==> config.mk <==
export PLATFORM = sky130hd
export DESIGN_NAME = mux_arb_n
export DESIGN_NICKNAME = d
export VERILOG_FILES = /design/src/rtl/mux_arb_n.sv
export SDC_FILE = /design/constraint.sdc
export NUM_CORES = 1
export LEC_CHECK = 0
export ABC_AREA = 1
export CAP_MARGIN = 30
export CORE_ASPECT_RATIO = 0.7
export CORE_MARGIN = 4
export CORE_UTILIZATION = 38
export DETAILED_ROUTE_END_ITERATION = 8
export HOLD_SLACK_MARGIN = 0.15
export MAX_ROUTING_LAYER = met4
export PLACE_DENSITY = 0.85
export SYNTH_ARGS = -nofsm -noshare
export SYNTH_HDL_FRONTEND = slang
export SYNTH_SLANG_ARGS = --single-unit
export TNS_END_PERCENT = 30
==> constraint.sdc <==
create_clock -name clock -period 4.4 [get_ports clock]
set_input_delay 0.66 -clock clock [delete_from_list [all_inputs] [get_ports clock]]
set_output_delay 0.66 -clock clock [all_outputs]
set_load 0.005 [all_outputs]
==> src/rtl/mux_arb_n.sv <==
// ---------------------------------------------------------------------------
// mux_arb_n
//   CHANNELS:1, WIDTH-bit selector with per-channel valid/ready handshakes and
//   a one-entry registered output stage. Two grant modes:
//     mode = 0 : fixed select, steered by the select bus
//     mode = 1 : round-robin, starting the search at rr_ptr
//
// Optional feature macro: MUX_ARB_XFER_CNT_EN
//   When defined, adds output xfer_count[15:0]: a wrapping count of completed
//   output handshakes (out_valid && out_ready). When undefined, the port and
//   counter are absent.
//
// Ports
//   clock      in   1                rising-edge clock
//   reset_n    in   1                asynchronous, active-low reset
//   mode       in   1                0 = fixed select, 1 = round-robin
//   select     in   SEL_BITS         channel index used when mode = 0
//   in_data    in   CHANNELS*WIDTH   channel k at bits [k*WIDTH +: WIDTH]
//   in_valid   in   CHANNELS         per-channel data valid
//   in_ready   out  CHANNELS         per-channel accept (one-hot or zero)
//   out_data   out  WIDTH            registered selected word
//   out_chan   out  SEL_BITS         channel that supplied out_data
//   out_valid  out  1                output register holds a word
//   out_ready  in   1                consumer accepts the word
//   xfer_count out  16               (MUX_ARB_XFER_CNT_EN only) handshake count
// ---------------------------------------------------------------------------
module mux_arb_n #(
  parameter int WIDTH    = 32,
  parameter int CHANNELS = 8,
  parameter int SEL_BITS = 3
) (
  input  logic                      clock,
  input  logic                      reset_n,
  input  logic                      mode,
  input  logic [SEL_BITS-1:0]       select,
  input  logic [CHANNELS*WIDTH-1:0] in_data,
  input  logic [CHANNELS-1:0]       in_valid,
  output logic [CHANNELS-1:0]       in_ready,
  output logic [WIDTH-1:0]          out_data,
  output logic [SEL_BITS-1:0]       out_chan,
  output logic                      out_valid,
  input  logic                      out_ready
`ifdef MUX_ARB_XFER_CNT_EN
  ,
  output logic [15:0]               xfer_count
`endif
);

  // Channel count at index width plus one bit, so wrap arithmetic can be
  // done mod CHANNELS without overflowing the index.
  localparam logic [SEL_BITS:0] CH_W = (SEL_BITS+1)'(CHANNELS);

  logic [WIDTH-1:0]    chan_data [CHANNELS];
  logic [SEL_BITS-1:0] rr_ptr;
  logic [SEL_BITS:0]   rr_idx;
  logic [SEL_BITS:0]   ptr_inc;
  logic [SEL_BITS-1:0] ptr_next;
  logic [SEL_BITS-1:0] grant_idx;
  logic                grant_valid;
  logic                can_load;
  logic                xfer;

  // Unpack the flat input bus into per-channel words.
  genvar gi;
  generate
    for (gi = 0; gi < CHANNELS; gi++) begin : g_unpack
      assign chan_data[gi] = in_data[gi*WIDTH +: WIDTH];
    end
  endgenerate

  // Output register can take a new word when empty or being drained this edge.
  assign can_load = !out_valid || out_ready;
  assign xfer     = grant_valid && can_load;

  // Grant selection.
  always_comb begin
    grant_valid = 1'b0;
    grant_idx   = '0;
    rr_idx      = '0;
    if (!mode) begin
      // Out-of-range selects (non-power-of-2 CHANNELS) never grant.
      if ({1'b0, select} < CH_W) begin
        if (in_valid[select]) begin
          grant_valid = 1'b1;
          grant_idx   = select;
        end
      end
    end else begin
      // Scan rr_ptr, rr_ptr+1, ... wrapping mod CHANNELS; first valid wins.
      for (int i = 0; i < CHANNELS; i++) begin
        rr_idx = {1'b0, rr_ptr} + (SEL_BITS+1)'(i);
        if (rr_idx >= CH_W) begin
          rr_idx = rr_idx - CH_W;
        end
        if (!grant_valid && in_valid[rr_idx[SEL_BITS-1:0]]) begin
          grant_valid = 1'b1;
          grant_idx   = rr_idx[SEL_BITS-1:0];
        end
      end
    end
  end

  // Pointer after a round-robin grant: one past the winner, mod CHANNELS.
  assign ptr_inc  = {1'b0, grant_idx} + (SEL_BITS+1)'(1);
  assign ptr_next = (ptr_inc == CH_W) ? '0 : ptr_inc[SEL_BITS-1:0];

  // in_ready is gated by reset_n so nothing appears accepted while the
  // output register is being held in reset.
  generate
    for (gi = 0; gi < CHANNELS; gi++) begin : g_ready
      assign in_ready[gi] = reset_n && grant_valid && can_load &&
                            (grant_idx == SEL_BITS'(gi));
    end
  endgenerate

  // Output register and round-robin pointer.
  always_ff @(posedge clock or negedge reset_n) begin
    if (!reset_n) begin
      out_data  <= '0;
      out_chan  <= '0;
      out_valid <= 1'b0;
      rr_ptr    <= '0;
    end else begin
      if (xfer) begin
        out_data  <= chan_data[grant_idx];
        out_chan  <= grant_idx;
        out_valid <= 1'b1;
        if (mode) begin
          rr_ptr <= ptr_next;
        end
      end else if (out_valid && out_ready) begin
        out_valid <= 1'b0;
      end
    end
  end

`ifdef MUX_ARB_XFER_CNT_EN
  // Completed output handshakes; wraps naturally at 16 bits.
  always_ff @(posedge clock or negedge reset_n) begin
    if (!reset_n) begin
      xfer_count <= '0;
    end else if (out_valid && out_ready) begin
      xfer_count <= xfer_count + 16'd1;
    end
  end
`endif

endmodule

After elaboration in Yosys (flattened, before gate mapping)
Cells that the tools add are included.

Output and inout port bits: 44. Logic and storage cells: 145. Register bits after elaboration: 39. Input port bits: 271.

Bitwise logic cells: 1. Equality and inequality tests: 8. Add/subtract/negate cells: 16. Reductions and logical operators: 31. Magnitude comparators: 18. Muxes and demuxes: 67.

Operators by type and width (number): 32-bit binary-select mux with 3-bit select (1); 3-bit two-way mux (27); 32-bit two-way mux (2); 3-bit by 4-bit less-than comparator with 1-bit output, second input constant (9); 4-bit >= comparator, second input constant (8); 1-bit two-way mux (28); 1-bit binary-select mux with 3-bit select (9); 3-bit by 1-bit subtractor with 3-bit output, second input constant (8); 1-bit logical AND (19); 3-bit by 3-bit adder with 4-bit output, second input constant (4); 3-bit == test, second input constant (4); 3-bit by 1-bit adder with 4-bit output, second input constant (2); 3-bit by 2-bit adder with 4-bit output, second input constant (2); 1-bit zero test (8); 3-bit by 2-bit == test with 1-bit output, second input constant (2); 4-bit == test, second input constant (1); 3-bit by 4-bit >= comparator with 1-bit output, second input constant (1); 3-bit inverter with 4-bit output (1); 3-bit by 1-bit == test with 1-bit output, second input constant (1); 3-bit zero test (1); 2-bit AND reduction (1); 2-bit nonzero test (1); 1-bit logical OR (1).

Longest topological paths before layout
Gate-level depths: netlist (run 1).

Depth after elaboration: 39. Mapped depth: 26. Depth with buffers taken out: 22.

Least setup slack after synthesis (run 1)
Ideal clock, no wire load.

Path kind: flip-flop to output port. Start point: register rr_ptr[1]. End point: output in_ready[7]. Setup slack: 877 ps. Stages on the path, launching flop included: 24. Arrival time: 2863 ps. Required time: 3740 ps. Cell sequence: dfrtp_1 buf_6 inv_2 ha_1 buf_2 inv_1 nand3_1 nand2_1 nor2_1 a31oi_1 inv_1 nor2_2 nand4_1 nand2_1 inv_1 nand2_1 nand2_1 inv_1 buf_4 buf_2 ha_1 ha_1 inv_1 nor2_1.

Elaborated cells on any way between the ends: 98.

RTL lines: start: declaration (RTL line 54) `logic [SEL_BITS-1:0] rr_ptr;`; start signal: assignment (RTL line 129) `rr_ptr <= ptr_next;`; parallel branches: the longest is 33 deep, another holds 3-bit by 1-bit adder with 4-bit output; 3-bit two-way mux * (RTL line 95) `if (!grant_valid && in_valid[rr_idx[SEL_BITS-1:0]]) begin`; 3-bit two-way mux * (RTL line 80) `if (!mode) begin`; via grant_idx[1] (RTL line 58) `logic [SEL_BITS-1:0] grant_idx;`; 3-bit == test * (RTL line 112) `(grant_idx == SEL_BITS'(gi));`; 1-bit logical AND * (RTL line 111) `assign in_ready[gi] = reset_n && grant_valid && can_load &&`; end: declaration (RTL line 38) `output logic [CHANNELS-1:0] in_ready,`.

Mark *: on every way through the listed nets, which the timed path passes. The select of a mux whose other input is x is not followed.

Worst setup path after layout (run 1)
Start point: register rr_ptr[0]. End point: output in_ready[7].

The elaborated chain is that of the path after synthesis.

==> metrics.yaml, run 1 <==
syn_to_final_growth_pct: 65.7
hp-class: "reg2reg"
antenna_found_initial: 0
power_switching_share_pct: 54.6
synthFlopType: "dfrtp_1"
critPathMostFrequentCell: "nand2_1"
drc: 0
worstRegToRegCells: 19
ant_nets: 0
fillers: 1188
cp_max_fo: 11
fin_crit_sh_pct: 95.0
critPathCaptureType: "output port"
finalMaxSlewViolations: 0
comb_power_share_pct: 79.7
cts_root_buffer: "clkbuf_16"
start_kind: "flip-flop"
run_status: "finished, final reports clean"
coreArea_mm2: 0.0126
relSlewSlack_pct: 49.3
antenna_cells: 0
setup-violations-final: 0
drive_gt1_share_pct: 4.50
max-cap-violations: 0
setup_ws_ns: 0.221
cts_tree: "built"
place_inst: 1310
r2r_start: "rr_ptr[0]"
critical_path_required_ns: 3.74
io_buffers: 314
synth_nets: 1168
drtIter0Drc: 506
skew_ns: 0.00233
syn_area_mm2: 0.00498
synth-seq-cells: 39
cts_made_buffers: 5
vias: 7067
dp.final_hpwl_mm: 16.3
initial_core_util_pct: 39.4
cp-startpoint: "rr_ptr[0]"
power-per-cell-area_mw_per_mm2: 633
routed_wl_mm: 21.8
seq_area_frac_synth_pct: 19.6
syn_avg_cell_area_um2: 5.60
crit_family: "buffers and inverters"
die_y_um: 104
power_w: 0.00522
io_pins: 315
final_net_count: 1434
cts.repair.resized: 0
reg2reg_to: "out_data[15]"
grt_max_degree: 129
worst-path-buf-inv: 6
synth_cell_types: 30
place.gp.congestion: 0.874
final_util_pct: 65.3
stdcell_count: 1318
max_stage_delay_ns: 0.52
rows: 34
ff2ff_setup_slack_ns: 0.93
async_flop_share_pct: 100
worstSetupPathDepth: 20
grt_pass1_vias: 6668
synth-edff-count: 0
p_leak_nw: 3.81
synth_cells: 889
ys_warn_count: 0
vdd_drop_max_mv: 0.363
cts_sinks: 39
grt-ovfl-total: 0
internal_power_w: 0.00237
clkPwrFrac_pct: 8.0
crit_arrival_ns: 3.52
cts_buffer_depth: 2
die_x_um: 145
place_ws_ns: 0.256
firstDrtPassIters: 5
path_class: "reg2out"
cp-endpoint: "in_ready[7]"
die-area_mm2: 0.0150
clock_latency_ns: 0.28
cts_max_level: 2
post-cts-setup-buffers: 0
worst_pin_slew_ns: 0.761
crit_slowest_cell: "clkdlybuf4s50_1"
timing.fmax_mhz: 239
ctsHoldBuffers: 0
clkTransAtPathRegs_ns: 0.06
p_switching_w: 0.00285
crit_chain: "buf_4 > ha_2 > xor2_4 > inv_1 > nand2_1 > nand2_1 > o21ai_1 > nand2_1 > inv_1 > nor2_1 > nand2_1 > nand2_1 > nand2_4 > nand2_4 > inv_1 > ha_1 > ha_1 > inv_1 > nor2_1 > clkdlybuf4s50_1"
min_period_ns: 4.18
drt-wirelength-per-cell_um: 16.5
p_seq_share_pct: 12.3
via_per_inst: 5.36
finalHoldViolations: 0
grt_pass1_wl_mm: 34.1
groute.usage.overall_pct: 28.6
## area by class of cell
type / instances / area, µm² / area share [%]
inverter: 31 / 119 / 1.44
clock buffer: 5 / 125 / 1.52
tap: 162 / 203 / 2.46
multi-input combinational: 745 / 3490 / 42.3
clock inverter: 3 / 43.8 / 0.531
sequential: 39 / 976 / 11.8
timing repair buffer: 333 / 3290 / 39.9
## synthesized netlist by cell type, types with 2 or more instances
cell type  instances  area share, %
buf_6             10            2.3
buf_2             25            2.5
nand3_1          346             35
a21oi_1            5           0.50
o21ai_1            2           0.20
o21bai_1           2           0.30
nand2_2            4           0.50
dfrtp_1           39             20
ha_1               8            2.0
nand2_1          326             25
buf_1              2           0.15
nor3_1             6           0.60
buf_4             15            2.3
inv_2              3           0.23
nand4_1            5           0.63
inv_1             27            2.0
clkbuf_1          22            1.7
nor2_1            19            1.4
o21ai_0           12            1.2
## registers in the layout, indices dropped and copies added, names as in the netlist
signal	count
out_chan	3
out_data	32
out_valid	1
rr_ptr	3
## logic make-up (layout without fill, tap and decap cells)
kind of cell	Yosys count	after routing	synth area share [%]
fa+ha+maj	8	8	2.01
buf+inv	105	372	11.2
simple gates	710	710	63.3
compound gates	24	24	2.66
flops	39	39	19.6
xor+xnor	3	3	1.21
## worst min-delay path by stage
stage	from	to	slack (ns)	cells after the start
2_1_floorplan	reset_n	out_chan[0]	0.36	0
3_3_place_gp	out_data[30]	out_data[30]	0.46	2
3_5_place_dp	out_data[26]	out_data[26]	0.46	2
4_1_cts	out_data[26]	out_data[26]	0.48	2
5_1_grt	out_data[10]	out_data[10]	0.51	2
6_report	out_data[26]	out_data[26]	0.48	2
## through the flow
step | hold slack, ns | cell area (µm²) | TNS, ns
floorplan | 0.364 | 4980 | 0
global placement | 0.462 | 8060 | 0
detailed placement | 0.464 | 8060 | 0
CTS | 0.482 | 8230 | 0
global route | 0.509 | 8250 | -0.0453
finish | 0.476 | 8250 | 0
## routing by layer
metal,track usage [%],routed length [µm],vias up
met3,5.94,2060,38
met4,7.72,509,0
met5,-,0,-
li1,-,-,3501
met1,36.1,9030,3194
met2,46.5,10200,334
## cells in the final DEF, fill, tap and decap left out, types with 2 or more instances in the layout
master | netlist | final
clkbuf_16 | 0 | 5
nand2_2 | 4 | 4
nand3_1 | 346 | 346
nand4_1 | 5 | 5
a21oi_1 | 5 | 4
dfrtp_1 | 39 | 39
o21bai_1 | 2 | 2
clkdlybuf4s50_1 | 0 | 313
nand2_4 | 0 | 4
ha_1 | 8 | 7
inv_2 | 3 | 4
nor2_1 | 19 | 19
inv_1 | 27 | 25
buf_4 | 15 | 18
o21ai_0 | 12 | 12
nor3_1 | 6 | 6
nand2_1 | 326 | 322
## power by group through the flow
stage | Clock (W) | Combinational, W | Sequential, W
2_1_floorplan | 0 | 0.00291 | 0.000640
6_report | 0.000418 | 0.00416 | 0.000643
3_5_place_dp | 0 | 0.00411 | 0.000645
4_1_cts | 0.000430 | 0.00412 | 0.000642
5_1_grt | 0.000447 | 0.00467 | 0.000666
3_3_place_gp | 0 | 0.00409 | 0.000643
## worst reg2reg max path, delay by kind of cell (launching register included)
| family | cells | cell delay [ns] |
|---|---|---|
| compound gates | 1 | 0.09 |
| xor+xnor | 1 | 0.29 |
| fa+ha+maj | 1 | 0.24 |
| buf+inv | 3 | 0.97 |
| flops | 1 | 0.38 |
| simple gates | 13 | 1.39 |
(Power assumes the default switching activity.)
==> run 2: changes to the inputs <==
--- a/config.mk
+++ b/config.mk
@@ -8,7 +8,6 @@
 export ABC_AREA = 1
 export CAP_MARGIN = 30
 export CORE_ASPECT_RATIO = 0.7
-export CORE_MARGIN = 4
 export CORE_UTILIZATION = 38
 export DETAILED_ROUTE_END_ITERATION = 8
 export HOLD_SLACK_MARGIN = 0.15
==> metrics.yaml, run 2 (same netlist as run 1, synthesis figures left out) <==
cp_max_fo: 9  # -2
clkTransAtPathRegs_ns: 0.07  # about the same
coreArea_mm2: 0.0126  # -0.34%
antenna_cells: 0  # unchanged
finalMaxSlewViolations: 0  # unchanged
die_y_um: 97.8  # -5.8%
min_period_ns: 4.19  # +0.00722 ns
relSlewSlack_pct: 48.4  # -0.91 points
drt-wirelength-per-cell_um: 15.9  # -3.9%
timing.fmax_mhz: 239  # -0.17%
skew_ns: 0.00590  # +0.00357 ns
vdd_drop_max_mv: 0.505  # +39%
path_class: "reg2out"
critPathCaptureType: "output port"
groute.usage.overall_pct: 30.5  # +1.9 points
p_leak_nw: 3.80  # -0.17%
final_net_count: 1434  # unchanged
setup-violations-final: 0  # unchanged
cts_tree: "built"
drtIter0Drc: 500  # -1.2%
crit_chain: "buf_4 > ha_1 > xor2_4 > inv_1 > nand2_1 > nand2_2 > o21ai_1 > nand2_1 > inv_1 > nand2_1 > a21oi_1 > nand2_4 > nand2_4 > inv_1 > ha_1 > ha_1 > inv_1 > nor2_1 > clkdlybuf4s50_1"
ant_nets: 0  # unchanged
final_util_pct: 65.6  # +0.26 points
die_x_um: 139  # -4.1%
place.gp.congestion: 0.922  # +5.5%
cts.repair.resized: 0  # unchanged
routed_wl_mm: 20.9  # -3.9%
start_kind: "flip-flop"
cts_root_buffer: "clkbuf_16"
place_ws_ns: 0.182  # -0.0746 ns
grt_pass1_vias: 6422  # -3.7%
violations: "DRC"
vias: 7039  # -0.40%
multi_input_area_mm2: 0.00350  # +0.36%
initial_core_util_pct: 39.5  # +0.13 points
antenna_found_initial: 0  # unchanged
cts_made_buffers: 5  # unchanged
reg.largest.list: "out_data (32), out_chan (3), rr_ptr (3)"
max-cap-violations: 0  # unchanged
drive_gt1_share_pct: 4.58  # +0.087 points
drc: 17  # +17
crit_arrival_ns: 3.53  # about the same
cts_sinks: 39  # unchanged
max_stage_delay_ns: 0.45  # -0.07 ns
post-cts-setup-buffers: 0  # unchanged
crit_family: "buffers and inverters"
finalHoldViolations: 0  # unchanged
critPathMostFrequentCell: "inv_1"
top_register: "out_data"
fin_crit_sh_pct: 95.2  # +0.16 points
die-area_mm2: 0.0136  # -9.7%
firstDrtPassIters: 7  # +2
grt_max_degree: 81  # -37%
rows: 34  # unchanged
grt_pass1_wl_mm: 32.4  # -5.0%
worst_pin_slew_ns: 0.775  # +0.0136 ns
fillers: 1209  # +1.8%
clock_latency_ns: 0.28  # about the same
hp-class: "in2async"
final_cell_mix: "nand3_1 (346), nand2_1 (321), clkdlybuf4s50_1 (313)"
cts_buffer_depth: 2  # unchanged
ff_latch_area_um2: 976  # unchanged
run_status: "finished, violations left"
grt-ovfl-total: 0  # unchanged
setup_ws_ns: 0.213  # -0.00722 ns
worst-path-buf-inv: 6  # unchanged
io_pins: 315  # unchanged
final_common_cell: "nand3_1"
io_buffers: 314  # unchanged
syn_to_final_growth_pct: 65.8  # about the same
critical_path_required_ns: 3.74  # about the same
cts_max_level: 2  # unchanged
crit_slowest_cell: "clkdlybuf4s50_1"
power-per-cell-area_mw_per_mm2: 632  # -0.22%
via_per_inst: 5.34  # -0.40%
largest_reg_flops: 32  # unchanged
ctsHoldBuffers: 0  # unchanged
dp.final_hpwl_mm: 15.3  # -5.8%
==> run 2: cell counts in the layout (fill, tap and decap cells not counted) <==
Identical to the previous run, type by type.
==> run 2: area by class of cell <==
cell class              instances  share of cell area, %
well taps                     162                   2.45
repair buffers                333                   39.7
clock buffers                   5                   1.52
multi-input cells             745                   42.4
inverters                      31                   1.50
flip-flops and latches         39                   11.8
clock inverters                 3                  0.530
==> run 2: final timing paths <==
| kind | start | endpoint | slack (ns) | cells past startpoint |
|---|---|---|---|---|
| min in group clock | out_data[4] | out_data[4] | 0.48 | 2 |
| max reg2reg | rr_ptr[1] | out_data[19] | 0.34 | 21 |
| min reg2reg | out_data[4] | out_data[4] | 0.48 | 2 |
| max in group asynchronous | reset_n | out_data[18] | 3.56 | 2 |
| min | reset_n | rr_ptr[0] | 0.47 | 2 |
| max | rr_ptr[1] | in_ready[3] | 0.21 | 19 |
==> run 2: worst reg2reg max path: stages (launching register included) <==
cell     delay, ns
dfrtp_1       0.41
buf_4         0.22
ha_1          0.26
xor2_4        0.27
inv_1         0.10
nand2_1       0.09
nand2_2       0.08
o21ai_1       0.20
nand2_1       0.10
inv_1         0.06
nand2_1       0.05
a21oi_1       0.22
nand2_4       0.08
nand2_4       0.12
buf_4         0.58
buf_4         0.61
nand2_1       0.16
nand3_1       0.11
nand3_1       0.08
nand2_1       0.09
nand2_1       0.05
nand2_1       0.07
==> run 2: per-layer routing <==
| layer | global-route usage [%] | routed length (µm) |
|---|---|---|
| met4 | 6.58 | 315 |
| met2 | 51.2 | 10000 |
| met3 | 5.74 | 1740 |
| met1 | 38.3 | 8850 |
| met5 | - | 0 |
==> run 2: stage by stage <==
step / instances / instance area, µm² / power [W] / setup TNS (ns) / hold WS (ns)
final: 1318 / 8260 / 0.00522 / 0 / 0.470
after global routing: 1318 / 8260 / 0.00572 / -0.00380 / 0.498
after CTS: 1318 / 8220 / 0.00515 / 0 / 0.483
after detailed placement: 1310 / 8050 / 0.00470 / 0 / 0.465
after global placement: 1310 / 8050 / 0.00468 / 0 / 0.461
after floorplan: 889 / 4980 / 0.00355 / 0 / 0.364
==> run 2: report_power, final <==
group | switching (W) | internal (W)
clock network | 0.000154 | 0.000268
logic | 0.00256 | 0.00159
registers | 0.000116 | 0.000534
